File: src/rtl/nonce_block_gen_if.sv
// Block handshake between the nonce block generator and the sha256 stage.
// The master presents a padded 512-bit block plus its nonce tag.
interface nonce_block_gen_if;
    logic         blk_valid;
    logic         blk_ready;
    logic [0:511] unhashed_value;
    logic [31:0]  blk_nonce;

    modport master (
        output blk_valid,
        output unhashed_value,
        output blk_nonce,
        input  blk_ready
    );

    modport slave (
        input  blk_valid,
        input  unhashed_value,
        input  blk_nonce,
        output blk_ready
    );
endinterface

File: src/rtl/nonce_block_gen.sv
// Builds padded second blocks of an 80-byte header, one nonce per block.
// Define NONCE_BSWAP_EN to place the nonce byte-swapped in the block.
module nonce_block_gen #(
    parameter logic [31:0] NONCE_STEP = 32'd1
) (
    input  logic        clk,
    input  logic        rst,
    input  logic        start,
    input  logic        stop,
    input  logic [95:0] header_tail,
    input  logic [31:0] nonce_start,
    input  logic [31:0] nonce_count,
    output logic        busy,
    output logic        done,
    nonce_block_gen_if.master blk
);

    typedef enum logic [1:0] {
        S_IDLE,
        S_RUN,
        S_DONE
    } state_e;

    state_e       state_q, state_d;
    logic [95:0]  tail_q, tail_d;
    logic [31:0]  cur_q, cur_d;
    logic [31:0]  remain_q, remain_d;
    logic [0:511] value_q, value_d;
    logic [31:0]  nonce_q;
    logic [31:0]  field_d;
    logic         xfer;

    always_ff @(posedge clk or posedge rst) begin
        if (rst) begin
            state_q  <= S_IDLE;
            tail_q   <= '0;
            cur_q    <= '0;
            remain_q <= '0;
            value_q  <= '0;
            nonce_q  <= '0;
        end else begin
            state_q  <= state_d;
            tail_q   <= tail_d;
            cur_q    <= cur_d;
            remain_q <= remain_d;
            value_q  <= value_d;
            nonce_q  <= cur_d;
        end
    end

    always_comb begin
        state_d  = state_q;
        tail_d   = tail_q;
        cur_d    = cur_q;
        remain_d = remain_q;
        xfer     = (state_q == S_RUN) && blk.blk_ready;
        case (state_q)
            S_IDLE: begin
                if (start) begin
                    tail_d   = header_tail;
                    cur_d    = nonce_start;
                    remain_d = nonce_count;
                    state_d  = (nonce_count == 32'd0) ? S_DONE : S_RUN;
                end
            end
            S_RUN: begin
                if (xfer) begin
                    cur_d    = cur_q + NONCE_STEP;
                    remain_d = remain_q - 32'd1;
                end
                // stop wins over range exhaustion: aborted runs never pulse done
                if (stop) begin
                    state_d = S_IDLE;
                end else if (xfer && remain_q == 32'd1) begin
                    state_d = S_DONE;
                end
            end
            S_DONE: state_d = S_IDLE;
            default: state_d = S_IDLE;
        endcase
    end

`ifdef NONCE_BSWAP_EN
    assign field_d = {cur_d[7:0], cur_d[15:8], cur_d[23:16], cur_d[31:24]};
`else
    assign field_d = cur_d;
`endif

    // Built from next-state values so the block tracks cur with no lag
    assign value_d = {tail_d, field_d, 32'h8000_0000, 288'b0, 64'd640};

    assign blk.blk_valid      = (state_q == S_RUN);
    assign blk.unhashed_value = value_q;
    assign blk.blk_nonce      = nonce_q;
    assign busy               = (state_q == S_RUN);
    assign done               = (state_q == S_DONE);

endmodule

File: src/flat_wrapper.sv
// flat-port wrapper written by rule: the top's interface ports become plain ports
module nonce_block_gen_flat 
#(
    parameter logic [31:0] NONCE_STEP = 32'd1
)
  (clk, rst, start, stop, header_tail, nonce_start, nonce_count, busy, done, blk_blk_valid, blk_unhashed_value, blk_blk_nonce, blk_blk_ready);
  nonce_block_gen_if blk_i ();
  input  logic clk;
  input  logic rst;
  input  logic start;
  input  logic stop;
  input  logic [95:0] header_tail;
  input  logic [31:0] nonce_start;
  input  logic [31:0] nonce_count;
  output logic busy;
  output logic done;
  output wire logic [$bits(blk_i.blk_valid)-1:0] blk_blk_valid;
  output wire logic [$bits(blk_i.unhashed_value)-1:0] blk_unhashed_value;
  output wire logic [$bits(blk_i.blk_nonce)-1:0] blk_blk_nonce;
  input wire logic [$bits(blk_i.blk_ready)-1:0] blk_blk_ready;
  assign blk_blk_valid = blk_i.blk_valid;
  assign blk_unhashed_value = blk_i.unhashed_value;
  assign blk_blk_nonce = blk_i.blk_nonce;
  assign blk_i.blk_ready = blk_blk_ready;
  nonce_block_gen #(.NONCE_STEP(NONCE_STEP)) u_core (.clk(clk), .rst(rst), .start(start), .stop(stop), .header_tail(header_tail), .nonce_start(nonce_start), .nonce_count(nonce_count), .busy(busy), .done(done), .blk(blk_i));
endmodule
File: config.mk
export PLATFORM = sky130hd
export DESIGN_NAME = nonce_block_gen_flat
export DESIGN_NICKNAME = d
export VERILOG_FILES = /design/src/rtl/nonce_block_gen_if.sv /design/src/rtl/nonce_block_gen.sv /design/src/flat_wrapper.sv
export SDC_FILE = /design/constraint.sdc
export NUM_CORES = 1
export LEC_CHECK = 0
export BUFFER_PORTS_ARGS = -buffer_cell sky130_fd_sc_hd__buf_2
export CORE_AREA = 5 5 272 274
export CTS_CLUSTER_DIAMETER = 40
export CTS_CLUSTER_SIZE = 8
export DETAILED_ROUTE_END_ITERATION = 8
export DIE_AREA = 0 0 277 279
export GPL_TIMING_DRIVEN = 0
export SYNTH_ARGS = -nofsm -noshare
export SYNTH_HDL_FRONTEND = slang
export SYNTH_SLANG_ARGS = --single-unit
File: constraint.sdc
create_clock -name clk -period 8 [get_ports clk]
set_clock_uncertainty 0.05 [all_clocks]
set_input_delay 0.8 -clock clk [delete_from_list [all_inputs] [get_ports clk]]
set_output_delay 0.8 -clock clk [all_outputs]
set_load 0.02 [all_outputs]
=== Yosys cells after proc, flatten, opt, wreduce, memory -nomap -nowiden ===
Cells that the tools add are included.

* $add $sub $neg: 2
* Equality and inequality tests: 6
* Muxes and demuxes: 13
* Reduce and logical (&&, ||, !) cells: 7

{| class="wikitable"
|+ Operators by type and width
! cell !! count
|-
| $mux 96 || 2
|-
| $mux 32 || 4
|-
| $pmux 32 s2 || 2
|-
| $add 32x1->32 const B || 1
|-
| $eq 32x1->1 const B || 1
|-
| $logic_not 32->1 || 1
|-
| $sub 32x1->32 const B || 1
|-
| $mux 2 || 4
|-
| $pmux 2 s2 || 1
|-
| $ne 3x2->1 const B || 1
|-
| $reduce_and 3->1 || 1
|-
| $eq 2x1->1 const B || 1
|-
| $eq 2x2->1 const B || 1
|-
| $logic_and 1x1->1 || 2
|-
| $logic_not 2->1 || 1
|-
| $ne 2x1->1 const B || 1
|-
| $ne 2x2->1 const B || 1
|-
| $reduce_and 2->1 || 1
|-
| $reduce_bool 2->1 || 1
|}

* Bits in registers: 293
* Bits of input ports: 165

=== Logic depth before layout (Yosys ltp) ===
Gate-level depths: netlist of the first run.

* Word-level depth: 6
* Depth in mapped cells: 8
* Mapped depth without buffers: 7

=== Worst setup path after synthesis of the first run ===
Ideal clock, no wire load.

* Path kind: flip-flop to output port
* Start: register u_core.state_q[1]
* End: output port busy
* Arrival: 1,590 ps
* Data required time: 7,150 ps
* Slack: 5,560 ps
* Stages on the path, launching flop included: 6
* Cells stage by stage: dfrtp_1 nand2b_1 inv_1 clkbuf_1 clkbuf_1 buf_4

* Cells in the longest elaborated chain, start to end: 1

{| class="wikitable"
|+ Ends and longest elaborated chain
! item !! RTL line !! source
|-
| from (decl) || nonce_block_gen.sv:24 || <nowiki>state_e state_q, state_d;</nowiki>
|-
| from (signal assigned) || nonce_block_gen.sv:42 || <nowiki>state_q <= state_d;</nowiki>
|-
| $eq 2x1->1 || - ||
|-
| to (decl) || flat_wrapper.sv:15 || <nowiki>output logic busy;</nowiki>
|}

Every way passes these cells.

=== Worst setup path after layout of the first run ===
* Start: register u_core.state_q[0]
* End: output port busy

* Cells in the longest elaborated chain, start to end: 1

{| class="wikitable"
|+ Ends and longest elaborated chain
! item !! RTL line !! source
|-
| $eq 2x1->1 || nonce_block_gen.sv:95 || <nowiki>assign busy = (state_q == S_RUN);</nowiki>
|}

Every way passes these cells.

==> results of run 1 <==
flip-flops by register name (all words and copies together) (netlist names):
signal and flops:
u_core.cur_q 31, u_core.state_q 2, u_core.tail_q 96, u_core.remain_q 32, u_core.blk.unhashed_value 2
power groups by stage:
stage	clock, mW	combinational, mW	sequential (mW)
2_1_floorplan	0	1.64	1.94
3_3_place_gp	0	3.06	1.67
3_5_place_dp	0	3.08	1.67
4_1_cts	0.907	3.07	1.67
5_1_grt	0.931	3.33	1.74
6_report	0.870	3.03	1.67
worst max-delay path, delay by kind of cell, from the launching register on:
kind                   cells  cell delay, ps
AND/OR/NAND/NOR            1             270
flip-flops                 1             470
buffers and inverters      5            1870
metal layers:
layer  track usage [%]  up-vias  wire, microns
met5                 0        -             26
met4              4.49        4           1090
met3              2.79       59           3410
met2              19.5      554          23300
met1              13.5     4871          18100
li1                  -     5374              -
layout by cell type, fill, tap and decap left out, drive strengths merged, types with 7 or more instances in the layout:
cell type / count
buf: 756
and3: 8
xor2: 8
o21ai: 40
nor3: 27
o22ai: 14
a21oi: 56
nor4: 22
nand4: 21
nand3: 26
or3: 9
o211ai: 7
o22a: 12
inv: 19
dfrtp: 163
clkbuf: 73
nor2: 50
nand2: 344
conb: 382
a22oi: 15
or4: 7
worst max path at each step:
stage / endpoint / from / slack [ps] / cells past startpoint
3_5_place_dp: u_core.tail_q[39] / blk_blk_ready / 4080 / 9
6_report: busy / u_core.state_q[0] / 4050 / 6
5_1_grt: busy / u_core.state_q[0] / 3840 / 6
2_1_floorplan: u_core.blk.unhashed_value[128] / rst / 2750 / 1
3_3_place_gp: u_core.tail_q[72] / rst / -30 / 2
4_1_cts: busy / u_core.state_q[1] / 3950 / 6
per-stage QoR:
stage	TNS [ps]	power, mW	std cells	utilization [%]
floorplan	0	3.59	1789	-
finish	0	5.57	3105	22.9
CTS	0	5.65	3102	22.9
detailed placement	0	4.75	3070	22.1
global placement	-2570	4.73	3069	22.0
global route	0	6.00	3102	22.9
cells by family after synthesis:
group	after synthesis	synth area share, %
compound gates	193	10.9
xor+xnor	12	0.923
fa+ha+maj	3	0.330
buf+inv	491	30.0
flops	163	35.8
mux	4	0.363
other cells	2	0.0659
simple gates	541	21.6
cell type report:
| type | instances | area [sq um] |
|---|---|---|
| fillers | 7949 | 54800 |
| multi-input cells | 1135 | 5320 |
| flip-flops and latches | 163 | 4080 |
| plain buffers | 479 | 3370 |
| repair buffers | 331 | 1680 |
| well taps | 950 | 1190 |
| clock buffers | 19 | 453 |
| clock inverters | 13 | 139 |
| inverters | 12 | 52.6 |
| diodes | 3 | 7.51 |
==> flow_summary.json, run 1 <==
{
  "cts_setup_buffers": 0,
  "r2r_cells": 8,
  "clk-insertion-delay-late_ps": 480,
  "avgSynthCellArea_sq_um": 8.08,
  "yosysUniqueCellTypes": 67,
  "htree_num_levels": 4,
  "ys_top_cells_by_count": "416 x buf_4, 344 x nand2_1, 163 x dfrtp_1, 56 x a21oi_1, 54 x clkbuf_1",
  "grt_max_degree": 84,
  "ys_seq_area_share_pct": 35.8,
  "rows": 98,
  "grt_first_pass_wirelength_mm": 66.7,
  "cts_tree": "built",
  "design_area_sq_um": 16300,
  "drtPass1Iterations": 5,
  "die_w_microns": 277,
  "hold_class": "in2async",
  "grt_pass1_vias": 10549,
  "async_flop_share_pct": 100,
  "powerDensity_nw_per_um2": 342,
  "syn-cell-area_sq_um": 11400,
  "finalSetupViolCount": 0,
  "hpwl_mm": 37.1,
  "yosysMostFrequentCell": "buf_4",
  "coreArea_sq_um": 71100,
  "antenna_found_initial": 6,
  "antenna_left": 0,
  "clk_pin_slew_ps": 80,
  "synth_ff_type": "dfrtp_1",
  "cts_hold_buf": 0,
  "cp_slowest_cell": "clkbuf_1",
  "vias": 10862,
  "crit_chain": "nand2b_1, inv_1, clkbuf_1, clkbuf_1, buf_4, buf_2",
  "p_leak_nw": 8.89,
  "relSlewSlack_pct": 21.9,
  "synth_seq_cells": 163,
  "rsz0062_at_grt": "false",
  "final_hold_viol_count": 0,
  "setup_ws_ps": 4050,
  "viasPerCell": 3.50,
  "synth_top_area_share_pct": 35.8,
  "clock_power_share_pct": 15.6,
  "synth_top_cell_by_area": "dfrtp_1",
  "reg2reg_from": "u_core.state_q[0]",
  "gr-total-overflow": 0,
  "finalCritPeriodShare_pct": 49.3,
  "grtUsageTotal_pct": 11.3,
  "crit_arrival_ps": 3100,
  "drive_gt1_share_pct": 37.1,
  "synth_area_leaders": "dfrtp_1 36%, buf_4 27%, nand2_1 11%, a21oi_1 2.5%, clkbuf_1 1.8%",
  "drtIter0Drc": 777,
  "wl_per_cell_microns": 14.8,
  "post-place-ws_ps": 4080,
  "cts_buffer_depth": 2,
  "max_freq_mhz": 253,
  "worst_setup_path_start_kind": "register",
  "synth_edf_count": 0,
  "p_sw_share_pct": 51.2,
  "yosys_warnings": 0,
  "port_buffers": 330,
  "slew_viol_final": 0,
  "post-route-min-period_ps": 3950,
  "r2r_end": "u_core.tail_q[76]",
  "post-route-drc-count": 0,
  "drv_cap": 0,
  "crit_required_ps": 7150,
  "die_y_microns": 279,
  "ios": 712,
  "reg2reg_setup_slack_ps": 4800,
  "dieArea_sq_um": 77300,
  "clock_sinks": 163,
  "critPathMaxFanout": 11,
  "combinationalPowerShare_pct": 54.3,
  "run_status": "completed",
  "switchingPower_mw": 2.85,
  "place_area_sq_um": 15700,
  "cts-root-buf": "clkbuf_16",
  "synthCells": 1409,
  "cts_resized": 0,
  "start_util_pct": 16.0,
  "area_growth_pct": 43.0,
  "wl_mm": 45.9,
  "critPathKind": "reg2out",
  "holdWs_ps": 303,
  "max_stage_delay_ps": 910,
  "power.internal_mw": 2.72,
  "nets": 2307,
  "worst_path_most_repeated_cell": "clkbuf_1",
  "cts_buffers": 17,
  "critPathCaptureType": "primary output",
  "gp_congestion": 0.818,
  "worst_pin_slew_ps": 1170,
  "seqPwrFrac_pct": 30.0,
  "ir_drop_mv": 0.157
}
(Power assumes the default switching activity.)
==> run 2: changes to the inputs <==
--- a/config.mk
+++ b/config.mk
@@ -6,11 +6,11 @@
 export NUM_CORES = 1
 export LEC_CHECK = 0
 export BUFFER_PORTS_ARGS = -buffer_cell sky130_fd_sc_hd__buf_2
-export CORE_AREA = 5 5 272 274
+export CORE_AREA = 5 5 277 279
 export CTS_CLUSTER_DIAMETER = 40
 export CTS_CLUSTER_SIZE = 8
 export DETAILED_ROUTE_END_ITERATION = 8
-export DIE_AREA = 0 0 277 279
+export DIE_AREA = 0 0 282 284
 export GPL_TIMING_DRIVEN = 0
 export SYNTH_ARGS = -nofsm -noshare
 export SYNTH_HDL_FRONTEND = slang
==> constraint.sdc (replaced) <==
create_clock -name clk -period 3.5 [get_ports clk]
set_clock_uncertainty 0.05 [all_clocks]
set_input_delay 0.35 -clock clk [delete_from_list [all_inputs] [get_ports clk]]
set_output_delay 0.35 -clock clk [all_outputs]
set_load 0.02 [all_outputs]
==> run 2 against run 1 <==
Sequential power rose by 130%. Power up 130%. Global-route usage grew 0.43 points. Flip-flop and latch count unchanged. First-iteration DRC count shrank 31%. Critical endpoint is now done.
==> flow_summary.json, run 2 (synthesis results as in run 1) <==
{
  "run_status": "completed",
  "post-route-drc-count": 0,
  "wl_mm": 48.9,
  "coreArea_sq_um": 73900,
  "rows": 100,
  "dieArea_sq_um": 80100,
  "post-route-min-period_ps": 3130,
  "largest_register_ffs": 96,
  "startpoint": "u_core.state_q[0]",
  "die_w_microns": 282,
  "cts_setup_buffers": 0,
  "hold_path_end": "u_core.tail_q[53]",
  "relSlewSlack_pct": 13.6,
  "worst_pin_slew_ps": 1300,
  "power.total_mw": 13.0,
  "worst_setup_path_start_kind": "register",
  "clock_power_share_pct": 16.0,
  "reg2reg_setup_slack_ps": 490,
  "drive_gt1_share_pct": 35.9,
  "cts_buffers": 17,
  "combinationalPowerShare_pct": 54.4,
  "hold_path_depth": 3,
  "rsz0062_at_grt": "false",
  "min_from": "header_tail[53]",
  "critPathCaptureType": "primary output",
  "crit_required_ps": 3100,
  "hold_class": "in2reg",
  "drtIter0Drc": 533,
  "place_area_sq_um": 15800,
  "holdWs_ps": 45.6,
  "largest-register": "u_core.tail_q",
  "die_y_microns": 284,
  "ir_drop_mv": 0.409,
  "n_fill_cell": 8176,
  "ios": 712,
  "nets": 2397,
  "vias": 11355,
  "drv_cap": 0,
  "power.internal_mw": 6.35,
  "seqCellArea_sq_um": 4080,
  "critPathMaxFanout": 10,
  "grt_first_pass_wirelength_mm": 71.3,
  "r2r_end": "u_core.tail_q[83]",
  "top_regs": "u_core.tail_q: 96 flops, u_core.remain_q: 32 flops, u_core.cur_q: 31 flops",
  "grtUsageTotal_pct": 11.7,
  "finalCritPeriodShare_pct": 89.4,
  "placed_cells": 3092,
  "max_freq_mhz": 320,
  "htree_num_levels": 4,
  "wl_per_cell_microns": 15.2,
  "area_growth_pct": 51.6,
  "p_leak_nw": 9.29,
  "grt_max_degree": 41,
  "multi_input_area_sq_um": 5320,
  "cts_tree": "built",
  "clk_pin_slew_ps": 80,
  "cts-root-buf": "clkbuf_16",
  "powerDensity_nw_per_um2": 753,
  "antenna_found_initial": 9,
  "drtPass1Iterations": 5,
  "finalSetupViolCount": 0,
  "gp_congestion": 0.832,
  "reg2reg_from": "u_core.state_q[1]",
  "cts_buffer_depth": 2,
  "clk-insertion-delay-late_ps": 470,
  "final_hold_viol_count": 0,
  "critPathKind": "reg2out",
  "grt_pass1_vias": 11356,
  "start_util_pct": 15.4,
  "port_buffers": 330,
  "r2r_cells": 7,
  "fin_util_pct": 23.3,
  "viasPerCell": 3.53,
  "layout_commonest_cell": "buf_4",
  "antenna_left": 0,
  "clock_sinks": 163,
  "crit_arrival_ps": 2730,
  "final_cells": 3215,
  "seqPwrFrac_pct": 29.7,
  "design_area_sq_um": 17300,
  "slew_viol_final": 0,
  "p_sw_share_pct": 51.2,
  "final_cell_mix": "416 x buf_4, 382 x conb_1, 344 x nand2_1",
  "switchingPower_mw": 6.65,
  "hpwl_mm": 39.3,
  "gr-total-overflow": 0
}
[run 2: cell types whose count changed in the layout (fill, tap and decap cells not counted), sizes merged]
cell,delta
buf,+3
bufinv,+1
clkinv,+1
clkinvlp,-1
diode,+1
dlygate4sd3,+87
inv,-1
[run 2: worst max-delay path by stage]
stage / depth (start not counted) / end / slack [ps]
6_report: 5 / done / 370
5_1_grt: 7 / u_core.tail_q[83] / 60
4_1_cts: 6 / busy / 3
3_5_place_dp: 7 / u_core.tail_q[83] / -120
3_3_place_gp: 2 / u_core.tail_q[75] / -420
2_1_floorplan: 1 / u_core.blk.unhashed_value[128] / 1030
[run 2: final cells by class]
type / count / area share (%)
clock inverter: 13 / 0.942
antenna: 4 / 0.0580
sequential: 163 / 23.6
inverter: 12 / 0.283
buffer: 479 / 19.5
multi-input combinational: 1135 / 30.8
tap: 969 / 7.02
clock buffer: 19 / 2.62
timing repair buffer: 421 / 15.1
[run 2: power by group through the flow]
stage / Clock [mW] / Sequential [mW] / Combinational (mW)
2_1_floorplan: 0 / 4.44 / 3.76
3_3_place_gp: 0 / 3.87 / 7.01
3_5_place_dp: 0 / 3.87 / 7.06
4_1_cts: 2.16 / 3.86 / 7.13
5_1_grt: 2.22 / 4.02 / 7.75
6_report: 2.08 / 3.86 / 7.07
[run 2: per-stage QoR]
step	setup slack (ps)	setup TNS [ps]
3_5_place_dp	-121	-1050
4_1_cts	3.34	0
2_1_floorplan	1030	0
5_1_grt	60.9	0
6_report	371	0
3_3_place_gp	-419	-63880
[run 2: timing repair]
| item | CTS | global route |
|---|---|---|
| hold buffers | 87 | 0 |
| resized for setup | 1 | 3 |
| hold endpoints to repair | 109 | 0 |
| setup endpoints to repair | 10 | 1 |
[run 2: critical path: stages (launching register included)]
cell and delay, ps:
dfrtp_1 470, clkbuf_1 400, clkbuf_1 540, clkbuf_1 510, nor2_1 140, buf_2 200
[run 2: layer usage]
layer | share of wire [%] | vias up | global-route usage [%]
met5 | 0.076 | - | 0
met1 | 39 | 5126 | 13.2
met3 | 8.2 | 84 | 3.52
li1 | - | 5563 | -
met4 | 3.6 | 6 | 5.41
met2 | 49 | 576 | 20.3
